--- src/rtl/ca_rng_pkg.sv ---
// Shared encodings for the cellular-automaton / LFSR random number generator.
// Holds the generator mode encoding and the warm-up/run state enum.
package rng_pkg;

  typedef enum logic [1:0] {
    RULE30  = 2'd0,
    RULE90  = 2'd1,
    RULE150 = 2'd2,
    LFSR    = 2'd3
  } rule_e;

  typedef enum logic {
    WARM = 1'b0,
    RUN  = 1'b1
  } state_e;

endpackage

--- src/rtl/ca_rng_step.sv ---
// One combinational generator step: cyclic 1-D CA rules 30/90/150 or a Galois LFSR.
// Also flags an all-zero result so the caller can repair the lockup.
module ca_rng_step
  import rng_pkg::*;
#(
  parameter int               WIDTH = 32,
  parameter logic [WIDTH-1:0] TAPS  = WIDTH'(32'h80200003)
) (
  input  logic [WIDTH-1:0] s,
  input  logic [1:0]       rule_sel,
  output logic [WIDTH-1:0] next_s,
  output logic             zero
);

  logic [WIDTH-1:0] r30;
  logic [WIDTH-1:0] r90;
  logic [WIDTH-1:0] r150;
  logic [WIDTH-1:0] lfsr;

  // Each cell sees its ring neighbours: left is i-1, right is i+1, wrapping around.
  genvar gi;
  generate
    for (gi = 0; gi < WIDTH; gi++) begin : g_cell
      localparam int L = (gi + WIDTH - 1) % WIDTH;
      localparam int R = (gi + 1) % WIDTH;
      assign r30[gi]  = s[L] ^ (s[gi] | s[R]);
      assign r90[gi]  = s[L] ^ s[R];
      assign r150[gi] = s[L] ^ s[gi] ^ s[R];
    end
  endgenerate

  assign lfsr = (s >> 1) ^ (s[0] ? TAPS : '0);

  always_comb begin
    next_s = lfsr;
    case (rule_e'(rule_sel))
      RULE30:  next_s = r30;
      RULE90:  next_s = r90;
      RULE150: next_s = r150;
      LFSR:    next_s = lfsr;
    endcase
  end

  assign zero = (next_s == '0);

endmodule

--- src/rtl/ca_rng.sv ---
// Free-running random number generator with warm-up, seed reload, lockup repair
// and a zero-bubble take interface (req/out_valid).
module ca_rng
  import rng_pkg::*;
#(
  parameter int               WIDTH  = 32,
  parameter logic [WIDTH-1:0] SEED   = WIDTH'(32'h5A39),
  parameter int unsigned      WARMUP = 16,
  parameter logic [WIDTH-1:0] TAPS   = WIDTH'(32'h80200003)
) (
  input  logic             clk,
  input  logic             rst,
  input  logic             seed_load,
  input  logic [WIDTH-1:0] seed_in,
  input  logic [1:0]       rule_sel,
  input  logic             req,
  output logic             out_valid,
  output logic [WIDTH-1:0] rand_out,
  output logic             lockup_seen
);

  // Counter value on which the last warm-up step happens (WARMUP=0 leaves on the first edge).
  localparam logic [7:0] WARM_LAST = (WARMUP == 0) ? 8'd0 : 8'(WARMUP - 1);

  logic [WIDTH-1:0] s_reg, s_next;
  state_e           state_reg, state_next;
  logic [7:0]       cnt_reg, cnt_next;
  logic [WIDTH-1:0] rand_reg, rand_next;
  logic             valid_reg, valid_next;
  logic             lock_reg, lock_next;

  logic [WIDTH-1:0] step_s;
  logic             step_zero;
  logic [WIDTH-1:0] stepped;

  ca_rng_step #(
    .WIDTH (WIDTH),
    .TAPS  (TAPS)
  ) u_step (
    .s        (s_reg),
    .rule_sel (rule_sel),
    .next_s   (step_s),
    .zero     (step_zero)
  );

  // An all-zero state is a fixed point of every mode, so it is replaced by SEED.
  // The repaired value is what gets presented on rand_out on that edge.
  assign stepped = step_zero ? SEED : step_s;

  always_comb begin
    s_next     = s_reg;
    state_next = state_reg;
    cnt_next   = cnt_reg;
    rand_next  = rand_reg;
    valid_next = valid_reg;
    lock_next  = lock_reg;
    if (seed_load) begin
      s_next     = (seed_in == '0) ? SEED : seed_in;
      state_next = WARM;
      cnt_next   = 8'd0;
      valid_next = 1'b0;
    end else begin
      s_next = stepped;
      if (step_zero) begin
        lock_next = 1'b1;
      end
      case (state_reg)
        WARM: begin
          if (cnt_reg == WARM_LAST) begin
            state_next = RUN;
            rand_next  = stepped;
            valid_next = 1'b1;
          end else begin
            cnt_next = cnt_reg + 8'd1;
          end
        end
        RUN: begin
          if (req && valid_reg) begin
            rand_next = stepped;
          end
        end
      endcase
    end
  end

  always_ff @(posedge clk) begin
    if (rst) begin
      s_reg     <= SEED;
      state_reg <= WARM;
      cnt_reg   <= 8'd0;
      rand_reg  <= '0;
      valid_reg <= 1'b0;
      lock_reg  <= 1'b0;
    end else begin
      s_reg     <= s_next;
      state_reg <= state_next;
      cnt_reg   <= cnt_next;
      rand_reg  <= rand_next;
      valid_reg <= valid_next;
      lock_reg  <= lock_next;
    end
  end

  assign out_valid   = valid_reg;
  assign rand_out    = rand_reg;
  assign lockup_seen = lock_reg;

endmodule

--- config.mk ---
export PLATFORM = sky130hd
export DESIGN_NAME = ca_rng
export DESIGN_NICKNAME = d
export VERILOG_FILES = /design/src/rtl/ca_rng_pkg.sv /design/src/rtl/ca_rng_step.sv /design/src/rtl/ca_rng.sv
export SDC_FILE = /design/constraint.sdc
export NUM_CORES = 1
export LEC_CHECK = 0
export ABC_AREA = 0
export ABC_CLOCK_PERIOD_IN_PS = 4350
export BUFFER_PORTS_ARGS = -buffer_cell sky130_fd_sc_hd__buf_2
export CORE_MARGIN = 1
export CORE_UTILIZATION = 58
export CTS_CLUSTER_SIZE = 28
export DETAILED_ROUTE_END_ITERATION = 10
export PLACE_DENSITY = 0.85
export SLEW_MARGIN = 20
export SYNTH_ARGS = -nofsm -noshare
export SYNTH_HDL_FRONTEND = slang
export SYNTH_SLANG_ARGS = --single-unit
export TNS_END_PERCENT = 20
--- constraint.sdc ---
create_clock -name clk -period 4.35 [get_ports clk]
set_input_delay 1.305 -clock clk [delete_from_list [all_inputs] [get_ports clk]]
set_output_delay 1.305 -clock clk [all_outputs]
set_load 0.05 [all_outputs]
Word level (Yosys, flattened, before mapping)
Cells that the tools add are included.

Memories: 0. Input port bits: 38. Logic and storage cells: 196. Latch bits: 0. ROM bits: 0. Register bits: 75. Output and inout bits: 34. RAM bits: 0.

Div/mod/pow operators: 0. Shift-type cells: 0. Bitwise operators: 164. Muxes and demuxes: 10. Order comparisons: 0. Multiply operators: 0. Add/subtract/negate cells: 1. Equality and inequality tests: 6. Reductions and logical operators: 9.

Operators with widths (count): $mux W32 (6); $pmux W32 S4 (1); $xor A1 B1 Y1 (128); $logic_not A32 Y1 (2); $pmux W32 S2 (1); $or A1 B1 Y1 (32); $xor A31 B32 Y32 (1); $add A8 B1 Y8 const B (1); $eq A8 B4 Y1 const B (1); $reduce_and A2 Y1 (3); $eq A2 B2 Y1 const B (2); $not A1 Y1 (3); $reduce_and A3 Y1 (1); $eq A2 B1 Y1 const B (1); $logic_not A2 Y1 (1); $mux W1 (2); $ne A2 B1 Y1 const B (1); $ne A2 B2 Y1 const B (1); $reduce_or A2 Y1 (1); $logic_and A1 B1 Y1 (1).

Depth between registers and ports, before layout
Gate-level depths: netlist of the first run.

Depth after elaboration: 7. Depth in mapped cells: 12. Depth with buffers taken out: 9.

Cells and area by module
From an unflattened synthesis of the first run, not the netlist that was laid out.

Cell total of the unflattened synthesis: 679. Area, all modules: 5426.5 um2.

By module, submodules not included: ca_rng (cells each 368, area an instance 3099.2 um2, instances 1, seq. area each 1501.4 um2); ca_rng_step (cells each 311, area an instance 2327.2 um2, instances 1, seq. area each 0.0 um2).

Worst setup path after synthesis of the first run
No wires, ideal clock.

Path type: input to register. Start point: in rule_sel[0]. End point: reg rand_reg[12] (netlist: rand_out[12]). Stages: 11. Path buffers: 4. Setup time: 0.088 ns. Arrival: 3.492 ns. Data required time: 4.262 ns. Path slack: 0.770 ns. Cells stage by stage: ha_1 -> buf_2 -> nor2b_1 -> buf_2 -> buf_2 -> a222oi_1 -> nand4_1 -> nor4_2 -> nand3_2 -> buf_6 -> a311oi_2.

Word-level cells in the longest chain between the ends: 6. Elaborated cells between the ends (all ways): 10. Classes of those cells: 3 x eq/ne; 5 x mux; 2 x reduce/logical.

Ends and longest elaborated chain: start: declaration (line ca_rng.sv:15) `input logic [1:0] rule_sel,`; $eq A2 B2 Y1 (tied with other cells) (line ca_rng_step.sv:36) `case (rule_e'(rule_sel))`; $pmux W32 S4 * (line ca_rng_step.sv:36); $logic_not A32 Y1 (line ca_rng_step.sv:44) `assign zero = (next_s == '0);`; $mux W32 * (line ca_rng.sv:48) `assign stepped = step_zero ? SEED : step_s;`; $mux W32 (on tied branches) (line ca_rng.sv:78, ca_rng.sv:69); $pmux W32 S2 * (line ca_rng.sv:67) `case (state_reg)`; end signal: assignment (line ca_rng.sv:98) `rand_reg <= rand_next;`; end: declaration (line ca_rng.sv:28) `logic [WIDTH-1:0] rand_reg, rand_next;`.

Mark *: on every way between the ends. The rest lies on a longest branch, timed or not. The select of a mux whose other input is x is not followed. A chain may end at the register's enable or synchronous reset.

Worst setup path in the final report of the first run
Start point: in rule_sel[0]. End point: reg rand_reg[14] (netlist: rand_out[14]).

The elaborated chain is that of the path after synthesis.

==> results of run 1 <==
cell usage in the layout, fill, tap and decap left out, types with 2 or more instances in the layout:
master,synthesis,routed
a211oi_1,20,20
a21oi_1,40,40
a221oi_1,4,4
a222oi_1,18,18
a22o_1,6,6
a311oi_1,7,7
buf_2,4,71
buf_4,0,23
bufinv_16,0,2
clkbuf_8,0,9
clkinv_2,0,2
dfxtp_1,75,75
ha_1,36,35
inv_1,36,36
mux2i_1,39,39
nand2_1,9,9
nand3_1,6,6
nand4_1,9,9
nor2_1,108,107
nor2b_1,4,4
nor3_1,3,3
nor4_1,11,11
o21ai_0,9,9
o31ai_1,2,2
xnor2_1,63,63
xor2_1,11,11
critical path: cells and delay by family:
family / cells / cell delay, ps
and+or+nand+nor: 4 / 1220
AOI/OAI and AO/OA: 2 / 920
buffers and inverters: 3 / 380
adders and majority gates: 1 / 370
power by group through the flow:
stage	clock, mW	sequential, mW	combinational, mW
2_1_floorplan	0	0.756	0.377
4_1_cts	0.577	0.763	0.535
3_5_place_dp	0	0.778	0.526
5_1_grt	0.609	0.768	0.593
6_report	0.571	0.764	0.544
3_3_place_gp	0	0.777	0.514
cell type report:
type / count / area [sq um]
multi-input cells: 422 / 3030
fillers: 636 / 2380
flip-flops and latches: 75 / 1500
repair buffers: 95 / 548
inverters: 36 / 135
clock buffers: 10 / 128
well taps: 102 / 128
clock inverters: 5 / 78.8
routing by layer:
| metal | routed length, um | vias up | GRT usage (%) |
|---|---|---|---|
| li1 | - | 2165 | - |
| met1 | 5310 | 2139 | 38.2 |
| met2 | 6070 | 213 | 50.4 |
| met3 | 982 | 46 | 6.50 |
| met4 | 644 | 0 | 17.2 |
| met5 | 0 | - | 0 |
cell families after synthesis:
group | after synthesis | share of synthesized area, %
xor gates and xnor gates | 74 | 13.4
buffers and inverters | 80 | 6.91
and+or+nand+nor | 156 | 14.3
AOI/OAI and AO/OA | 116 | 16.9
DFF | 75 | 30.9
adders and majority gates | 36 | 9.28
muxes | 40 | 8.28
through the flow:
| stage | utilization [%] | power [mW] | hold slack, ps | instance area [sq um] | instances |
|---|---|---|---|---|---|
| 3_5_place_dp | 67.3 | 1.30 | 468 | 5340 | 730 |
| 4_1_cts | 69.9 | 1.87 | 479 | 5540 | 745 |
| 2_1_floorplan | - | 1.13 | 486 | 4850 | 577 |
| 3_3_place_gp | 67.3 | 1.29 | 470 | 5340 | 730 |
| 5_1_grt | 69.9 | 1.97 | 515 | 5540 | 745 |
| 6_report | 69.9 | 1.88 | 476 | 5540 | 745 |
final timing paths:
check | from | endpoint | slack [ps] | cells after the start
max | rule_sel[0] | rand_out[14] | 360 | 10
min | lockup_seen | lockup_seen | 480 | 2
max reg2reg | s_reg[3] | rand_out[14] | 1200 | 9
min reg2reg | lockup_seen | lockup_seen | 480 | 2
==> metrics, run 1 <==
global placer's final weighted congestion 0.932; register area share after synthesis between 30 and 40%; RSZ-0062 raised after global routing no; fin. max-slew vios 0; Synth Flop Type dfxtp_1; drt wl/cell 17.5 um; Critical Path Max Stage Delay about 530 ps; cell with the most instances after synthesis nor2_1; initial core utilization between 60% and 70%; CTS H-tree lvls 3; DIE WIDTH 93.5 um; die height between 90 and 100 um; post-synth top area cell dfxtp_1; Synth Warn # 0; number of global-route vias before repair between 4k and 5k; CP Class input port to register; min-delay worst type register to register; async set or reset register ratio after synthesis 0%; Final Setup Violations 0; post-DP HPWL 9.45 mm; Sw Share roughly a third; CTS resizes 0; DRC errors left 0; largest net degree at the start of global routing 57; Final Hold Vio Count 0; worst slew pin tran roughly 720 ps; Final ANT Viol Nets 0; CTS sink count 75; outcome finished, final reports clean; via count 4,563; Final #Nets 713; post-synth cell types between 40 and 50; clock skew around 13 ps; GRT Util Overall a little under a third; Synth top area share between 30% and 40%; Int Pwr approximately 1.3 mW; Logic pwr share 28.9%; root buf cell clkbuf_8; top post-synthesis cells by count nor2_1, dfxtp_1, xnor2_1; Final WS setup between 300 and 400 ps; setup bufs post-CTS 0; WP data arrival ~4200 ps; Mapped Cells ~580; via density per instance around 6; CP max-delay cell a222oi_1; Tmin final approximately 4000 ps; CP Launch Type input port; setup_tns 0 ps; Period Utilization, post-route about nine tenths; clock transition at the registers of the reported paths 70 ps; maximum root-to-sink buffer count 2; P_sw roughly 0.60 mW; fraction of final layout cells sized beyond drive strength 1 roughly 18%; final WL between 10 and 15 mm; hold bufs inserted after CTS 0; initial antenna violation count 0; Post-Syn Nets roughly 650; grt total ovfl 0; Placeable Area approximately 8000 sq um; critical path cell sequence buf_2 > inv_1 > ha_1 > nor2b_1 > buf_4 > a222oi_1 > nand3_1 > nor4b_2 > nand3_2 > a311oi_1; Pre-Repair DR Iteration Count 6; I/O pins 72; top post-synthesis cells by area dfxtp_1, xnor2_1, ha_1; Worst-Skew Late Latency ~350 ps; power density over cell area around 340 nW/um^2; Post-synth EDFFs 0; first-pass GRT wire length about 21 mm; Std-Cell Rows 32; Max-Cap Viols 0; Layout area overhead 14.3%; Max Freq between 0.2 and 0.3 GHz; PortBufs just over 70; total clock buffers created by CTS 9; Post-Place Setup Slack 88.1 ps; die area ~8700 sq um; initial drt markers just under 500; CP Capture Type register; CP Data Required Time 4590 ps; final antenna diode count 0; Slew headroom 51.9%; worst vdd ir ~0.23 mV; mapped cell area 4850 sq um; FF+latch count, synth 75; clock group share of total power between 30 and 40%; Syn Area/Cell roughly 8.4 sq um; Seq pwr share between 40% and 50%; CTS tree yes; crit path max fanout 24; Leakage roughly 2.3 nW
Note: power is estimated with default switching activity, not from simulation.
==> inputs of run 2 (changes only) <==
ABC_AREA = 1   (was 0)
==> run 2 against run 1 <==
  * Synthesized cell count increased by 40%
  * Sequential power about the same
  * Setup slack improved by 550 ps
  * Routed wire length increased by 14%
  * Combinational power decreased by 15%
  * Total power decreased by 4.4%
  * Register-to-register slack improved by 650 ps
  * Clock skew decreased by 5.3 ps
  * Utilization decreased by 2.6 points
  * Maximum frequency increased by 16%
  * Die area increased by 4.5%
  * Hold slack improved by 9.9 ps
==> metrics, run 2 <==
RSZ-0062 raised after global routing no; Leakage 2.81 nW (+24%); Max-Cap Viols 0 (unchanged); initial antenna violation count 0 (unchanged); hold bufs inserted after CTS 0 (unchanged); Period Utilization, post-route 79.3% (-13 points); die area 9130 sq um (+4.5%); via count 5,715 (+25%); Pre-Repair DR Iteration Count 6 (unchanged); clock skew 7.97 ps (-5.27 ps); setup_tns 0 ps (unchanged); DIE WIDTH 95.5 um (+2.2%); Tmin final 3450 ps (-545 ps); GRT Util Overall 34.3% (+3.2 points); CP Data Required Time 4670 ps (+80 ps); clock transition at the registers of the reported paths 90 ps (+20 ps); Final Setup Violations 0 (unchanged); Synth Flop Type dfxtp_1; fin. max-slew vios 0 (unchanged); fraction of final layout cells sized beyond drive strength 1 11.6% (-6.6 points); CTS tree yes; number of global-route vias before repair 5,262 (+24%); Worst-Skew Late Latency 360 ps (about the same); top post-synthesis cells by count nand2_1, a21oi_1, nand3_1; Mapped Cells 807 (+40%); grt total ovfl 0 (unchanged); CTS sink count 75 (unchanged); r2r endpoint rand_out[11]; CP Capture Type register; R2R cell count 15 (+6); root buf cell clkbuf_8; Final Hold Vio Count 0 (unchanged); I/O pins 72 (unchanged); worst vdd ir 0.286 mV (+26%); first-pass GRT wire length 24.4 mm (+17%); FF+latch count, synth 75 (unchanged); largest net degree at the start of global routing 65 (+14%); most frequent cells in the layout nand2_1, a21oi_1, nand3_1; WP data arrival 3770 ps (-460 ps); Max Freq 0.290 GHz (+16%); Hold Crit Depth 2 (unchanged); final WL 14.8 mm (+14%); crit path max fanout 33 (+38%); register area share after synthesis 29.6% (-1.4 points); post-layout util 67.3% (-2.6 points); die height 95.5 um (+2.2%); final antenna diode count 0 (unchanged); Post-Place Setup Slack 631 ps (+543 ps); Post-synth EDFFs 0 (unchanged); Post-Syn Nets 881 (+35%); total clock buffers created by CTS 9 (unchanged); Syn Area/Cell 6.29 sq um (-25%); post-DP HPWL 10.3 mm (+9.5%); outcome finished, final reports clean; Final WS setup 902 ps (+545 ps); post-synth cell types 27 (-36%); cell with the most instances after synthesis nand2_1; Synth Warn # 0 (unchanged); DRC errors left 0 (unchanged); via density per instance 5.92 (-3.4%); reg-to-reg slack, setup 1850 ps (+650 ps); global placer's final weighted congestion 0.906 (-2.9%); Std-Cell Rows 33 (+3.1%); Placeable Area 8340 sq um (+5.2%); top post-synthesis cells by area dfxtp_1, nand2_1, a21oi_1; maximum root-to-sink buffer count 2 (unchanged); worst r2r src s_reg[0]; initial drt markers 516 (+6.6%); power density over cell area 320 nW/um^2 (-5.6%); initial core utilization 60.8% (-0.37 points); post-synth top area cell dfxtp_1; CTS H-tree lvls 3 (unchanged); drt wl/cell 15.3 um (-12%); async set or reset register ratio after synthesis 0% (unchanged); Final ANT Viol Nets 0 (unchanged); Hold Crit Endpoint cnt_reg[2]; Synth top area share 29.6% (-1.4 points); setup bufs post-CTS 0 (unchanged); worst slew pin tran 786 ps (+69.7 ps); PortBufs 71 (unchanged); CP Launch Type input port; Final #Nets 930 (+30%); min-delay worst type register to register; CTS resizes 0 (unchanged); CP Class input port to register; Layout area overhead 10.6%; commonest non-fill, non-tap cell in the layout nand2_1; Slew headroom 47.6% (-4.3 points); mapped cell area 5070 sq um (+4.6%); Hold Path Origin cnt_reg[2]
-- run 2: changes by cell type after synthesis, sizes merged, moves of 39 or more --
cell and change:
xnor2 -62, nand3 +89, mux2i -39, a21oi +57, nand2 +239, o21ai +81, nor2 -74
-- run 2: how the worst max path moves through the flow --
stage	cells after the start	startpoint	end	slack, ps
3_3_place_gp	18	rule_sel[0]	rand_out[11]	660
5_1_grt	16	rule_sel[0]	s_reg[3]	670
6_report	17	rule_sel[0]	rand_out[11]	900
4_1_cts	18	rule_sel[0]	rand_out[11]	970
2_1_floorplan	20	rule_sel[0]	rand_out[14]	1430
3_5_place_dp	18	rule_sel[0]	rand_out[11]	630
-- run 2: critical path, cell delays in order --
cell and delay, ps:
buf_2 100, inv_1 70, ha_1 540, inv_6 230, nand2_1 170, nand3_1 110
nand3_1 90, nand2_1 50, nand2_1 130, nand2_1 70, nor2_1 210, nand2_1 80
nor2_1 120, nand2_2 200, nand3_1 160, nand2_1 60, inv_1 50
-- run 2: metal layers --
| layer | vias up | GRT usage (%) | wire [um] | part of all wire [%] |
|---|---|---|---|---|
| met4 | 0 | 10.9 | 258 | 1.7 |
| met5 | - | 0 | 0 | 0 |
| met3 | 18 | 5.98 | 1280 | 8.6 |
| met1 | 2619 | 46.2 | 6500 | 44 |
| li1 | 2805 | - | - | - |
| met2 | 273 | 55.5 | 6770 | 46 |
-- run 2: logic make-up after synthesis --
kind of cell,synth area share (%)
adder cells (fa/ha/maj),8.88
buffers and inverters,8.61
flip-flops,29.6
AND/OR/NAND/NOR,32.9
AO/OA/AOI/OAI,19.9
XOR/XNOR,0.173
-- run 2: through the flow --
| stage | power [mW] | cell area (sq um) | hold slack, ps | instances |
|---|---|---|---|---|
| 2_1_floorplan | 1.10 | 5070 | 445 | 807 |
| 3_3_place_gp | 1.21 | 5410 | 457 | 950 |
| 3_5_place_dp | 1.23 | 5410 | 473 | 950 |
| 4_1_cts | 1.78 | 5610 | 487 | 966 |
| 5_1_grt | 1.89 | 5610 | 518 | 966 |
| 6_report | 1.80 | 5610 | 486 | 966 |
-- run 2: where the power goes --
part / switching, mW / total (mW) / internal (mW)
clock network: 0.298 / 0.569 / 0.271
registers: 0.0465 / 0.763 / 0.716
logic: 0.306 / 0.464 / 0.158
total: 0.650 / 1.80 / 1.15
-- run 2: area by class of cell --
| cell class | instances | area (sq um) |
|---|---|---|
| clock buffers | 10 | 128 |
| clock inverters | 6 | 71.3 |
| fillers | 747 | 2730 |
| inverters | 60 | 230 |
| multi-input cells | 631 | 3140 |
| flip-flops and latches | 75 | 1500 |
| well taps | 105 | 131 |
| repair buffers | 79 | 415 |
